**src/rtl/conv_window_feeder_pkg.sv**
```systemverilog
`default_nettype none
// ============================================================================
// Package     : Conv
// Description : Shared element width, window length and vector types for the
//               convolution datapath, plus a window shift helper.
// Revision    : 1.0 - initial release
// ============================================================================
package Conv;

    localparam int WIDTH = 8;
    localparam int LEN   = 4;

    typedef logic [WIDTH-1:0] sample_t;

    // data[0] is the oldest element, data[LEN-1] the newest.
    typedef struct packed {
        sample_t [LEN-1:0] data;
    } data_vector;

    // Drop the oldest element and append a new sample at index LEN-1.
    function automatic data_vector shift_in(input data_vector v, input sample_t s);
        data_vector r;
        r = v;
        for (int i = 0; i < LEN - 1; i++) begin
            r.data[i] = v.data[i + 1];
        end
        r.data[LEN - 1] = s;
        return r;
    endfunction

endpackage
`default_nettype wire

```
**src/rtl/conv_window_feeder_shift_window.sv**
```systemverilog
`default_nettype none
// ============================================================================
// Module      : conv_shift_window
// Description : LEN-deep sample shift register with row fill and stride phase
//               tracking. Presents the post-shift window combinationally and
//               raises o_emit when the accepted sample completes a window.
// Revision    : 1.0 - initial release
// ============================================================================
module conv_shift_window
    import Conv::*;
#(
    parameter int STRIDE = 1
) (
    input  logic       clk,
    input  logic       rst,
    input  logic       i_accept,
    input  sample_t    i_sample,
    input  logic       i_last,
    output data_vector o_window,
    output logic       o_emit
);

    localparam int FILL_W  = $clog2(LEN + 1);
    localparam int PHASE_W = $clog2(STRIDE + 1);

    localparam logic [FILL_W-1:0]  c_FILL_FULL = FILL_W'(LEN);
    localparam logic [FILL_W-1:0]  c_FILL_PRE  = FILL_W'(LEN - 1);
    localparam logic [FILL_W-1:0]  c_FILL_ONE  = FILL_W'(1);
    localparam logic [PHASE_W-1:0] c_PHASE_END = PHASE_W'(STRIDE);
    localparam logic [PHASE_W-1:0] c_PHASE_ONE = PHASE_W'(1);

    data_vector          r_shift;
    logic [FILL_W-1:0]   r_fill;
    logic [PHASE_W-1:0]  r_phase;

    data_vector          w_window;
    logic                w_full;
    logic                w_first;
    logic [PHASE_W-1:0]  w_phase_inc;
    logic                w_emit;
    logic [FILL_W-1:0]   w_fill_next;
    logic [PHASE_W-1:0]  w_phase_next;

    assign w_window    = shift_in(r_shift, i_sample);
    assign w_full      = (r_fill == c_FILL_FULL);
    // Reaching LEN from LEN-1 can only happen once per row since the row
    // end clears fill.
    assign w_first     = (r_fill == c_FILL_PRE);
    assign w_phase_inc = r_phase + c_PHASE_ONE;
    assign w_emit      = i_accept && (w_first || (w_full && (w_phase_inc == c_PHASE_END)));

    // Next fill/phase: row end wins over everything, emit restarts the stride.
    always_comb begin
        w_fill_next  = r_fill;
        w_phase_next = r_phase;
        if (i_accept) begin
            if (i_last) begin
                w_fill_next  = '0;
                w_phase_next = '0;
            end else begin
                if (!w_full) begin
                    w_fill_next = r_fill + c_FILL_ONE;
                end
                if (w_emit) begin
                    w_phase_next = '0;
                end else if (w_full) begin
                    w_phase_next = w_phase_inc;
                end
            end
        end
    end

    // Shift register and row counters, cleared asynchronously.
    always_ff @(posedge clk or posedge rst) begin
        if (rst) begin
            r_shift <= '0;
            r_fill  <= '0;
            r_phase <= '0;
        end else begin
            if (i_accept) begin
                r_shift <= w_window;
            end
            r_fill  <= w_fill_next;
            r_phase <= w_phase_next;
        end
    end

    assign o_window = w_window;
    assign o_emit   = w_emit;

endmodule
`default_nettype wire

```
**src/rtl/conv_window_feeder.sv**
```systemverilog
`default_nettype none
// ============================================================================
// Module      : conv_window_feeder
// Description : Sliding-window front end for the convolution operator. Builds
//               LEN-wide windows with stride STRIDE from a sample stream,
//               holds the kernel, and presents a stable {kernel, window} pair.
// Revision    : 1.0 - initial release
// ============================================================================
module conv_window_feeder
    import Conv::*;
#(
    parameter int STRIDE = 1
) (
    input  logic       clk,
    input  logic       rst,
    input  sample_t    s_data,
    input  logic       s_valid,
    input  logic       s_last,
    output logic       s_ready,
    input  data_vector kernel_in,
    input  logic       kernel_load,
    output logic       kernel_ready,
    output data_vector kernel,
    output data_vector data,
    output logic       out_valid,
    output logic       out_last,
    input  logic       out_ready
);

    logic       r_out_valid;
    logic       r_out_last;
    data_vector r_data;
    data_vector r_kernel;

    logic       w_accept;
    logic       w_emit;
    logic       w_kernel_we;
    data_vector w_window;

    // A pending window blocks new samples unless it is consumed this cycle,
    // so an accepted sample can never overwrite an unconsumed window.
    assign s_ready      = !r_out_valid || out_ready;
    assign kernel_ready = !r_out_valid;
    assign w_accept     = s_valid && s_ready;
    assign w_kernel_we  = kernel_load && kernel_ready;

    conv_shift_window #(
        .STRIDE   (STRIDE)
    ) u_shift_window (
        .clk      (clk),
        .rst      (rst),
        .i_accept (w_accept),
        .i_sample (s_data),
        .i_last   (s_last),
        .o_window (w_window),
        .o_emit   (w_emit)
    );

    // Output window register: loaded on emit, valid cleared on handshake.
    always_ff @(posedge clk or posedge rst) begin
        if (rst) begin
            r_out_valid <= 1'b0;
            r_out_last  <= 1'b0;
            r_data      <= '0;
        end else if (w_emit) begin
            r_out_valid <= 1'b1;
            r_out_last  <= s_last;
            r_data      <= w_window;
        end else if (out_ready) begin
            r_out_valid <= 1'b0;
        end
    end

    // Kernel register: loads only while no window is presented.
    always_ff @(posedge clk or posedge rst) begin
        if (rst) begin
            r_kernel <= '0;
        end else if (w_kernel_we) begin
            r_kernel <= kernel_in;
        end
    end

    assign out_valid = r_out_valid;
    assign out_last  = r_out_last;
    assign data      = r_data;
    assign kernel    = r_kernel;

endmodule
`default_nettype wire

```
**config.mk**
```make
export PLATFORM = sky130hd
export DESIGN_NAME = conv_window_feeder
export DESIGN_NICKNAME = d
export VERILOG_FILES = /design/src/rtl/conv_window_feeder_pkg.sv /design/src/rtl/conv_window_feeder_shift_window.sv /design/src/rtl/conv_window_feeder.sv
export SDC_FILE = /design/constraint.sdc
export NUM_CORES = 1
export LEC_CHECK = 0
export CAP_MARGIN = 30
export CORE_ASPECT_RATIO = 1.75
export CORE_MARGIN = 2
export CORE_UTILIZATION = 35
export CTS_CLUSTER_DIAMETER = 60
export DETAILED_ROUTE_END_ITERATION = 10
export SETUP_SLACK_MARGIN = 0.4
export SYNTH_ARGS = -nofsm -noshare
export SYNTH_HDL_FRONTEND = slang
export SYNTH_SLANG_ARGS = --single-unit
```
**constraint.sdc**
```tcl
create_clock -name clk -period 4.1 [get_ports clk]
set_input_delay 0.615 -clock clk [delete_from_list [all_inputs] [get_ports clk]]
set_output_delay 0.615 -clock clk [all_outputs]
set_load 0.005 [all_outputs]
```
-- Yosys cells after proc, flatten, opt, wreduce, memory -nomap -nowiden
Index checks and enable logic that the tools add are counted.
- bits in registers: 94
- input bits: 46
- output and inout port bits: 68
- logic and storage cells: 38
- add/subtract/negate cells: 2
- eq/ne operators: 3
- multiplexer cells: 7
- reductions and logical operators: 11
- operator list (operator ; number):
    3-bit two-way mux ; 2
    1-bit two-way mux ; 5
    1-bit logical AND ; 4
    2-bit AND reduction ; 2
    3-bit by 1-bit adder with 3-bit output (second input constant) ; 1
    3-bit by 2-bit equality test with 1-bit output (second input constant) ; 1
    3-bit equality test (second input constant) ; 1
    3-bit nonzero test ; 1
    1-bit logical OR ; 2
    2-bit != test (second input constant) ; 1
    2-bit nonzero test ; 1
    1-bit adder (second input constant) ; 1
    1-bit zero test ; 1

-- Depth between registers and ports, before layout
Gate-level depths: netlist (run 1).
- depth after elaboration: 6
- depth in mapped cells: 6
- gate-level depth less buffers: 5

-- Hierarchy
From an unflattened synthesis (run 1), not the netlist that was laid out.
- cell total of the unflattened synthesis: 229
- area, all modules: 3898.7 µm²
- by module, submodules not included (module ; times used ; cells an instance ; area each (µm²) ; seq. area each (µm²)):
    conv_window_feeder ; 1 ; 145 ; 2625.0 ; 1651.6
    conv_shift_window ; 1 ; 84 ; 1273.7 ; 700.7

-- Least setup slack after synthesis (run 1)
Ideal clock, no wire load.
- kind: input to register
- start: in out_ready
- end: reg u_shift_window.r_shift, in the netlist u_shift_window.o_window[10]
- library setup time: 125 ps
- arrival: 1580 ps
- required time: 3975 ps
- path slack: 2394 ps
- stages on the path: 6
- buffers on the path: 3
- path through: nand2b_1 -> buf_6 -> and2_4 -> buf_6 -> buf_12 -> mux2_4
- cells in the longest elaborated chain, start to end: 2
- RTL lines (item ; line ; RTL):
    from (decl) ; conv_window_feeder.sv:27 ; input logic out_ready
    1-bit logical OR ; conv_window_feeder.sv:42 ; assign s_ready = !r_out_valid || out_ready;
    net s_ready ; conv_window_feeder.sv:19 ; output logic s_ready,
    1-bit logical AND ; conv_window_feeder.sv:44 ; assign w_accept = s_valid && s_ready;
    to (signal assigned) ; conv_window_feeder_shift_window.sv:81 ; r_shift <= w_window;
    to (decl) ; conv_window_feeder_shift_window.sv:32 ; data_vector r_shift;
The timed path passes the listed nets, and every way through them passes these cells.
A chain may end at the register's enable or synchronous reset.

-- Final worst setup path (run 1)
- start: in out_ready
- end: out s_ready
- cells in the longest elaborated chain, start to end: 1
- RTL lines (item ; line):
    1-bit logical OR ; conv_window_feeder.sv:42
    to (decl) ; conv_window_feeder.sv:19
Every way passes these cells.

==> run metrics, run 1 <==
hold crit path type=reg -> reg; # Post-CTS Setup Buffers=0; hold path depth=1; Synthesis Warnings=0; Worst EP arrival=1.94 ns; highest metal used=met4; initial antenna violation count=0; Metal-1 WL=2.865 mm; Worst Path Max Fanout=7; Peak VDD IR=around 0.42 mV; cells on worst reg2reg path=5; global-route wire length before repair=11.57 mm; gate count of the mapped netlist=222; vias=2212; Initial Util=0.3621; CTS tree=done; RSZ-0062 raised after global routing=false; most frequent cells in the layout=clkdlybuf4s50_1 (113), dfrtp_1 (94), mux2_2 (65); core area=approximately 10000 um2; fin crit period=2.557 ns; total CTS buffers=9; Clock Path Buffers=2; Clock Sinks=94; number of max-cap violations=0; Mean Syn Cell Area=between 15 and 20 um2; top achievable clock speed=391.0 MHz; sequential fraction of the synthesis area=0.6307; slew margin rel.=0.4286; H-Tree Depth=3; P per Cell Area=681.0 nW/um2; Final Max Tran Viols=0; I/O Pins=approximately 110; CP Buf/Inv Count=2; gr usage total=0.1311; GRT Residual Overflow=0; Worst path most repeated cell=clkdlybuf4s50_1; #FFs+latches synth=between 90 and 100; R2R Path End=data[29]; post_cts resized=0; slowest CP cell=clkdlybuf4s50_1; DRT Pass-1 Iters=4; largest stage delay on the critical path=0.57 ns; row count=49; share of cells above drive strength 1=0.3052; final setup TNS=0 ns; Worst Skew=0.008301 ns; Critical Path Start Type=input pin; CTS Hold Bufs=0; met3 routed WL=480 um; largest net degree at the start of global routing=72; reg2reg setup slack=2.07 ns; final hold slack=0.4890 ns; WP data required=3.48 ns; worst hold endpoint=kernel[3]; HP Start=kernel[3]; via count normalized by instance count=4.696; status=complete, no violations; commonest non-fill, non-tap cell in the layout=clkdlybuf4s50_1; worst path cell trace=clkdlybuf4s50_1 > nand2b_1 > clkdlybuf4s50_1; vias in the first global route=roughly 2400; Clock transition at path regs=0.06 ns; worst setup path startpoint=out_ready; Top delay family on crit path=buffers and inverters; final setup fails=0; R2R Path Start=u_shift_window.r_fill[0]; met2 WL post-DR=3.638 mm; synthesized net count=roughly 270; DRT iter0 DRCs=80; area grow syn2layout=41.60%; Detailed Place HPWL=5.082 mm; Die Span Y=140.6 um; Root Driver=clkbuf_16; DRC violations left=0; post-synth cell types=26; Post-Synthesis Cell Area=3730 um2; antenna-violating nets left=0; Nets=388; Diodes inserted=0; die area=roughly 12000 um2; WL per Instance=15.19 um; final hold viol count=0; Pleak=roughly 2.3 nW; critical path class=in -> out; Setup crit end kind=output pin; WL final=7.156 mm; Layout fillers=940; Worst-Skew Late Latency=0.33 ns; Die Wd=between 80 and 90 um; Final Cycle Share=0.6238; worst slew pin tran=0.8572 ns; Final Wtd Congestion=0.7111; I/O Buffers=113
worst reg2reg max path: stages, from the launching register on:
cell      delay (ns)
dfrtp_1         0.38
ha_1            0.21
ha_1            0.24
o211ai_4        0.49
buf_16          0.24
mux2_2          0.36
power by group:
group          internal, mW  total, mW  switching [mW]  leakage, nW
logic                 0.870       1.23           0.363         1.02
registers              1.29       1.48           0.192         1.12
clock network         0.536      0.882           0.346        0.146
kinds of logic after synthesis:
logic type               Yosys count  share of synthesized area
flip-flops                        94                     0.6307
multiplexers                      90                     0.2895
buffers and inverters             17                    0.03555
AND/OR/NAND/NOR                   12                    0.01845
AO/OA/AOI/OAI                      6                    0.01577
adder cells (fa/ha/maj)            3                    0.01006
stage by stage:
stage,cells,util,total power [mW],cell area (um2),setup WS (ns)
4_1_cts,471,0.5128,3.666,5281,1.533
3_3_place_gp,454,0.4793,2.712,4937,1.543
3_5_place_dp,455,0.4820,2.765,4965,1.540
2_1_floorplan,222,-,2.062,3730,1.036
6_report,471,0.5128,3.597,5281,1.543
5_1_grt,471,0.5128,3.822,5281,1.434
how the worst max path moves through the flow:
stage                          to  slack (ns)  cells after the start
after CTS                 s_ready        1.53                      3
after floorplan           data[0]        1.04                      1
final                     s_ready        1.54                      3
after detailed placement  s_ready        1.54                      3
after global routing      s_ready        1.43                      3
after global placement    s_ready        1.54                      3
final cells by class:
cell class | instances | area [um2] | share of cell area
flip-flops and latches | 94 | 2352 | 0.4454
multi-input cells | 111 | 1247 | 0.2362
repair buffers | 117 | 1181 | 0.2236
clock buffers | 11 | 232.7 | 0.04407
well taps | 127 | 158.9 | 0.03009
clock inverters | 5 | 83.83 | 0.01587
inverters | 6 | 25.02 | 0.004738
synthesized netlist by cell type:
| cell | instances | share of area |
|---|---|---|
| dfrtp_1 | 94 | 0.63 |
| mux2_2 | 65 | 0.20 |
| mux2_4 | 18 | 0.072 |
| inv_1 | 6 | 0.0060 |
| mux2_1 | 6 | 0.018 |
| buf_6 | 5 | 0.015 |
| buf_2 | 3 | 0.0040 |
| ha_1 | 3 | 0.010 |
| nand2_1 | 3 | 0.0030 |
| nand2b_1 | 2 | 0.0034 |
| nor2_1 | 2 | 0.0020 |
| a21boi_0 | 1 | 0.0020 |
| a22o_1 | 1 | 0.0023 |
| and2_4 | 1 | 0.0023 |
| and3b_1 | 1 | 0.0023 |
| buf_12 | 1 | 0.0054 |
| buf_8 | 1 | 0.0040 |
| clkbuf_1 | 1 | 0.0010 |
| mux2i_1 | 1 | 0.0027 |
| nand3_1 | 1 | 0.0013 |
| nand4b_1 | 1 | 0.0023 |
| nor2b_1 | 1 | 0.0017 |
| o211a_1 | 1 | 0.0027 |
| o211ai_4 | 1 | 0.0057 |
| o21ai_0 | 1 | 0.0013 |
| o22ai_1 | 1 | 0.0017 |
flip-flops by register name (all words and copies together), names as in the netlist:
signal                   cells
u_shift_window.r_fill        3
out_last                     1
out_valid                    1
u_shift_window.o_window     24
u_shift_window.r_phase       1
kernel                      32
data                        32
routing by layer:
| layer | track usage | vias up |
|---|---|---|
| li1 | - | 1005 |
| met1 | 0.1510 | 1117 |
| met2 | 0.2178 | 77 |
| met3 | 0.03995 | 13 |
| met4 | 0.06053 | 0 |
| met5 | 0 | - |
(Power assumes the default switching activity.)
==> inputs of run 2 (changes only) <==
--- a/config.mk
+++ b/config.mk
@@ -11,6 +11,7 @@
 export CORE_UTILIZATION = 35
 export CTS_CLUSTER_DIAMETER = 60
 export DETAILED_ROUTE_END_ITERATION = 10
+export PLACE_DENSITY = 0.65
 export SETUP_SLACK_MARGIN = 0.4
 export SYNTH_ARGS = -nofsm -noshare
 export SYNTH_HDL_FRONTEND = slang
==> constraint.sdc (replaced) <==
create_clock -name clk -period 2.2 [get_ports clk]
set_input_delay 0.33 -clock clk [delete_from_list [all_inputs] [get_ports clk]]
set_output_delay 0.33 -clock clk [all_outputs]
set_load 0.005 [all_outputs]
==> run metrics, run 2 (synthesis gave the netlist of run 1 again) <==
Worst EP arrival=1.97 ns (+0.03 ns); I/O Buffers=113 (unchanged); initial antenna violation count=0 (unchanged); critical path class=reg -> reg; Root Driver=clkbuf_16; FF+latch area=2352 um2 (unchanged); area grow syn2layout=46.93%; M2 GR Usage=0.2148 (-0.002995); hold crit path type=in -> async; busiest layer in global routing=met2; Pleak=2.387 nW (+4.7%); cells on worst reg2reg path=7 (+2); Worst Skew=0.005246 ns (-0.003055 ns); Nets=398 (+2.6%); worst setup path startpoint=u_shift_window.r_fill[0]; DRC violations left=0 (unchanged); gr usage total=0.1327 (+0.001615); clock power share=0.229 (-0.016); P per Cell Area=1257 nW/um2 (+85%); vias=2220 (+0.36%); status=complete, no violations; commonest non-fill, non-tap cell in the layout=clkdlybuf4s50_1; CTS Hold Bufs=0 (unchanged); die area=11530 um2 (unchanged); Die Wd=82.04 um (unchanged); top achievable clock speed=about 570 MHz; Final WS setup=0.4572 ns (-1.085 ns); GRT Residual Overflow=0 (unchanged); RSZ-0062 raised after global routing=false; Setup WS pre-CTS=0.1966 ns (-1.344 ns); slew margin rel.=0.6752 (+0.2467); Diodes inserted=0 (unchanged); vias in the first global route=2408 (+1.3%); number of max-cap violations=0 (unchanged); worst slew pin tran=0.4872 ns (-0.3700 ns); WP data required=2.42 ns (-1.06 ns); Detailed Place HPWL=4.965 mm (-2.3%); met3 Track Usage GR=0.03995 (unchanged); final setup TNS=0 ns (unchanged); Final Max Tran Viols=0 (unchanged); global-route wire length before repair=11.51 mm (-0.54%); CTS tree=done; largest net degree at the start of global routing=95 (+32%); WL final=7.610 mm (+6.3%); reg2reg setup slack=0.46 ns (-1.61 ns); Multi-input gate area=1305 um2 (+4.6%); Tot Pwr=6.889 mW (+92%); H-Tree Depth=3 (unchanged); Critical Path Start Type=flop; I/O Pins=114 (unchanged); P_int=5.136 mW (+91%); Layout fillers=886 (-5.7%); Die Span Y=140.6 um (unchanged); final hold viol count=0 (unchanged); row count=49 (unchanged); core area=10300 um2 (unchanged); R2R Path Start=u_shift_window.r_fill[0]; WL per Instance=15.82 um (+4.1%); Final Cycle Share=0.7922; most frequent cells in the layout=clkdlybuf4s50_1 (112), dfrtp_1 (94), mux2_2 (58); R2R Path End=data[14]; Initial Util=0.3621 (unchanged); met1 usage=0.1520 (+0.0009771); total CTS buffers=9 (unchanged); Worst Path Max Fanout=6 (-1); final hold slack=0.4914 ns (+0.002422 ns); Clock Sinks=94 (unchanged); Setup crit end kind=flop; Clock Path Buffers=2 (unchanged); via count normalized by instance count=4.615 (-1.7%); DRT iter0 DRCs=28 (-65%); Peak VDD IR=0.7218 mV (+73%); final setup fails=0 (unchanged); Final Wtd Congestion=0.6716 (-5.6%); antenna-violating nets left=0 (unchanged); sw power=1.752 mW (+95%); Seq pwr share=0.405 (-0.007); Sw Share=0.2544 (+0.003893); Worst-Skew Late Latency=0.34 ns (about the same); share of cells above drive strength 1=0.3475 (+0.04223); fin crit period=1.743 ns; Combinational Power Share=0.366 (+0.023); Clock transition at path regs=0.06 ns (about the same); DRT Pass-1 Iters=4 (unchanged)
[run 2: cell count changes in the layout (fill, tap and decap cells not counted), sizes merged]
cell,previous run,this run
buf,4,12
bufinv,2,1
clkbuf,11,14
clkdlybuf4s50,113,112
clkinv,1,0
clkinvlp,2,3
dlygate4sd2,0,1
[run 2: metrics by stage]
step | instance area (um2) | instances | util
floorplan | 3734 | 222 | -
finish | 5480 | 481 | 0.5321
global placement | 5006 | 458 | 0.4860
CTS | 5325 | 475 | 0.5170
detailed placement | 5006 | 458 | 0.4860
global route | 5480 | 481 | 0.5321
[run 2: layer usage]
metal,vias up,wire (um),share of wire
met4,0,197,0.026
met5,-,0,0
met3,12,518,0.068
met2,85,3872,0.51
met1,1100,3022,0.40
li1,1023,-,-
[run 2: worst max-delay path, cell delays in order (launching register included)]
cell and delay [ns]:
dfrtp_1 0.38, inv_2 0.07, ha_4 0.16, and3b_2 0.21
o211ai_4 0.18, buf_12 0.15, clkbuf_16 0.15, mux2_2 0.33
[run 2: what timing repair did]
| item | CTS | global route |
|---|---|---|
| gates resized for setup | 2 | 16 |
| pin swaps | 1 | 2 |
| setup buffers | 1 | 3 |
| gates cloned | 0 | 3 |
| endpoints found under the setup margin | 27 | 33 |
[run 2: cell type report]
type                            count  area share
Clock buffer                       12     0.04680
Clock inverter                      4    0.009817
Inverter                            6    0.004795
Multi-Input combinational cell    111      0.2381
Sequential cell                    94      0.4292
Tap cell                          127     0.02900
Timing Repair Buffer              127      0.2422
[run 2: worst max-delay path by stage]
stage                to  slack, ns  depth (start not counted)
2_1_floorplan  data[10]       0.53                          5
3_3_place_gp    s_ready       0.20                          3
3_5_place_dp   data[20]       0.20                          5
4_1_cts        data[20]       0.39                          6
5_1_grt         data[7]       0.42                          7
6_report       data[14]       0.46                          7
[run 2: power groups by stage]
stage | clock network, mW | registers (mW) | logic [mW]
floorplan | 0 | 2.79 | 1.06
global placement | 0 | 2.79 | 2.31
detailed placement | 0 | 2.82 | 2.36
CTS | 1.65 | 2.79 | 2.37
global route | 1.71 | 2.88 | 2.74
finish | 1.58 | 2.79 | 2.52
==> RTL change (flow settings as in run 1) <==
Make the reset (`rst`) synchronous in 3 clocked blocks. Comments in the files are not updated.
--- a/src/rtl/conv_window_feeder_shift_window.sv
+++ b/src/rtl/conv_window_feeder_shift_window.sv
@@ -73,3 +73,3 @@
     // Shift register and row counters, cleared asynchronously.
-    always_ff @(posedge clk or posedge rst) begin
+    always_ff @(posedge clk) begin
         if (rst) begin
--- a/src/rtl/conv_window_feeder.sv
+++ b/src/rtl/conv_window_feeder.sv
@@ -59,3 +59,3 @@
     // Output window register: loaded on emit, valid cleared on handshake.
-    always_ff @(posedge clk or posedge rst) begin
+    always_ff @(posedge clk) begin
         if (rst) begin
@@ -74,3 +74,3 @@
     // Kernel register: loads only while no window is presented.
-    always_ff @(posedge clk or posedge rst) begin
+    always_ff @(posedge clk) begin
         if (rst) begin
Formal check against the unedited RTL: differs if rst is asserted again (counterexample within 4 cycles, from zero or initial values and one cycle with rst high); with rst held inactive, the same outputs for 10 cycles.
==> RTL change against run 1 <==
Setup slack worse by 0.51 ns. Final area grew 1.4%. Wire length increased by 29%. Largest cell class unchanged. Via count increased by 47%. Area after synthesis is 1.7% higher. Sequential cell count did not move.
Power is not compared: it rests on default switching activity, and its combinational part moved more than twofold at a synthesized area within 25%.
==> RTL change: results (changes against run 1) <==
[run_status]
status = finished, final reports clean

[cells_and_area]
nets = 572  ; +47%
seq_area_um2 = 1882  ; -20%
multi_input_area_share = 0.3176  ; +0.08141
fillers = 1041  ; +11%
clock_cell_area_share = 0.06773  ; +0.007787
n_clock_buffer = 10  ; -1
nMultiInputCombCells = 293  ; +160%
final_layout_size_suffix_gt1_frac = 0.04735  ; -0.2579
seq_share = 0.3512  ; -0.09416
seq_cells = 94  ; unchanged

[setup_path]
path_max_fanout = 31  ; +24
arrival_ns = 2.45  ; +0.51 ns

[route]
drtIter0Drc = 227  ; +180%
drt_wl_total_um = 9255  ; +29%
via_per_inst = 4.932  ; +5.0%
wl_per_cell_um = 14.07  ; -7.4%

[logic_synthesis]
synth_commonest_cells = 94 x dfxtp_1, 67 x nand2b_1, 65 x nand2_1, 58 x a21oi_1, 33 x mux2i_1
ys_async_sr_fraction = 0  ; -1.000
synth_ff_type = dfxtp_1
seq_area_frac_synth = 0.4962  ; -0.1345

[place]
dp.cells = 641  ; +41%
place_area_um2 = 4967  ; about the same
hpwl_um = 6271  ; +23%

[grt]
gr-usage-met1 = 0.1853  ; +0.03431
grt_max_degree = 128  ; +78%

[timing]
clock_skew_ns = 0.006893  ; -0.001408 ns

-- RTL change: logic make-up after synthesis --
logic type | after synthesis | synth area share
compound gates | 92 | 0.1280
fa+ha+maj | 3 | 0.009899
buf+inv | 43 | 0.05575
flops | 94 | 0.4962
mux | 33 | 0.08710
simple gates | 165 | 0.2230
-- RTL change: worst paths after layout --
| check | start | endpoint | slack (ns) | depth (start not counted) |
|---|---|---|---|---|
| worst min-delay path | kernel[23]$_SDFFE_PP0P_ | kernel[23]$_SDFFE_PP0P_ | 0.45 | 2 |
| worst min register to register | kernel[23]$_SDFFE_PP0P_ | kernel[23]$_SDFFE_PP0P_ | 0.45 | 2 |
| worst max register to register | out_valid$_SDFFE_PP0P_ | data[13]$_SDFFE_PP0P_ | 1.70 | 6 |
| worst max-delay path | out_ready | s_ready | 1.04 | 4 |
-- RTL change: metal layers --
metal  up-vias  routed length, um
li1       1617                  -
met1      1524               3572
met2        86               4876
met3        18                506
met4         0                299
met5         -                  0
-- RTL change: power groups by stage --
| stage | registers [uW] | clock network [uW] | logic (uW) |
|---|---|---|---|
| 2_1_floorplan | 974 | 0 | 75.2 |
| 3_3_place_gp | 975 | 0 | 170 |
| 3_5_place_dp | 976 | 0 | 176 |
| 4_1_cts | 955 | 1040 | 176 |
| 5_1_grt | 958 | 1070 | 194 |
| 6_report | 955 | 1000 | 177 |
-- RTL change: worst reg2reg max path: cells and delay by family (launching register included) --
kind	cells	cell delay [ns]
DFF	1	0.35
and+or+nand+nor	1	0.47
AOI/OAI and AO/OA	1	0.50
muxes	1	0.23
buffers and inverters	3	0.78
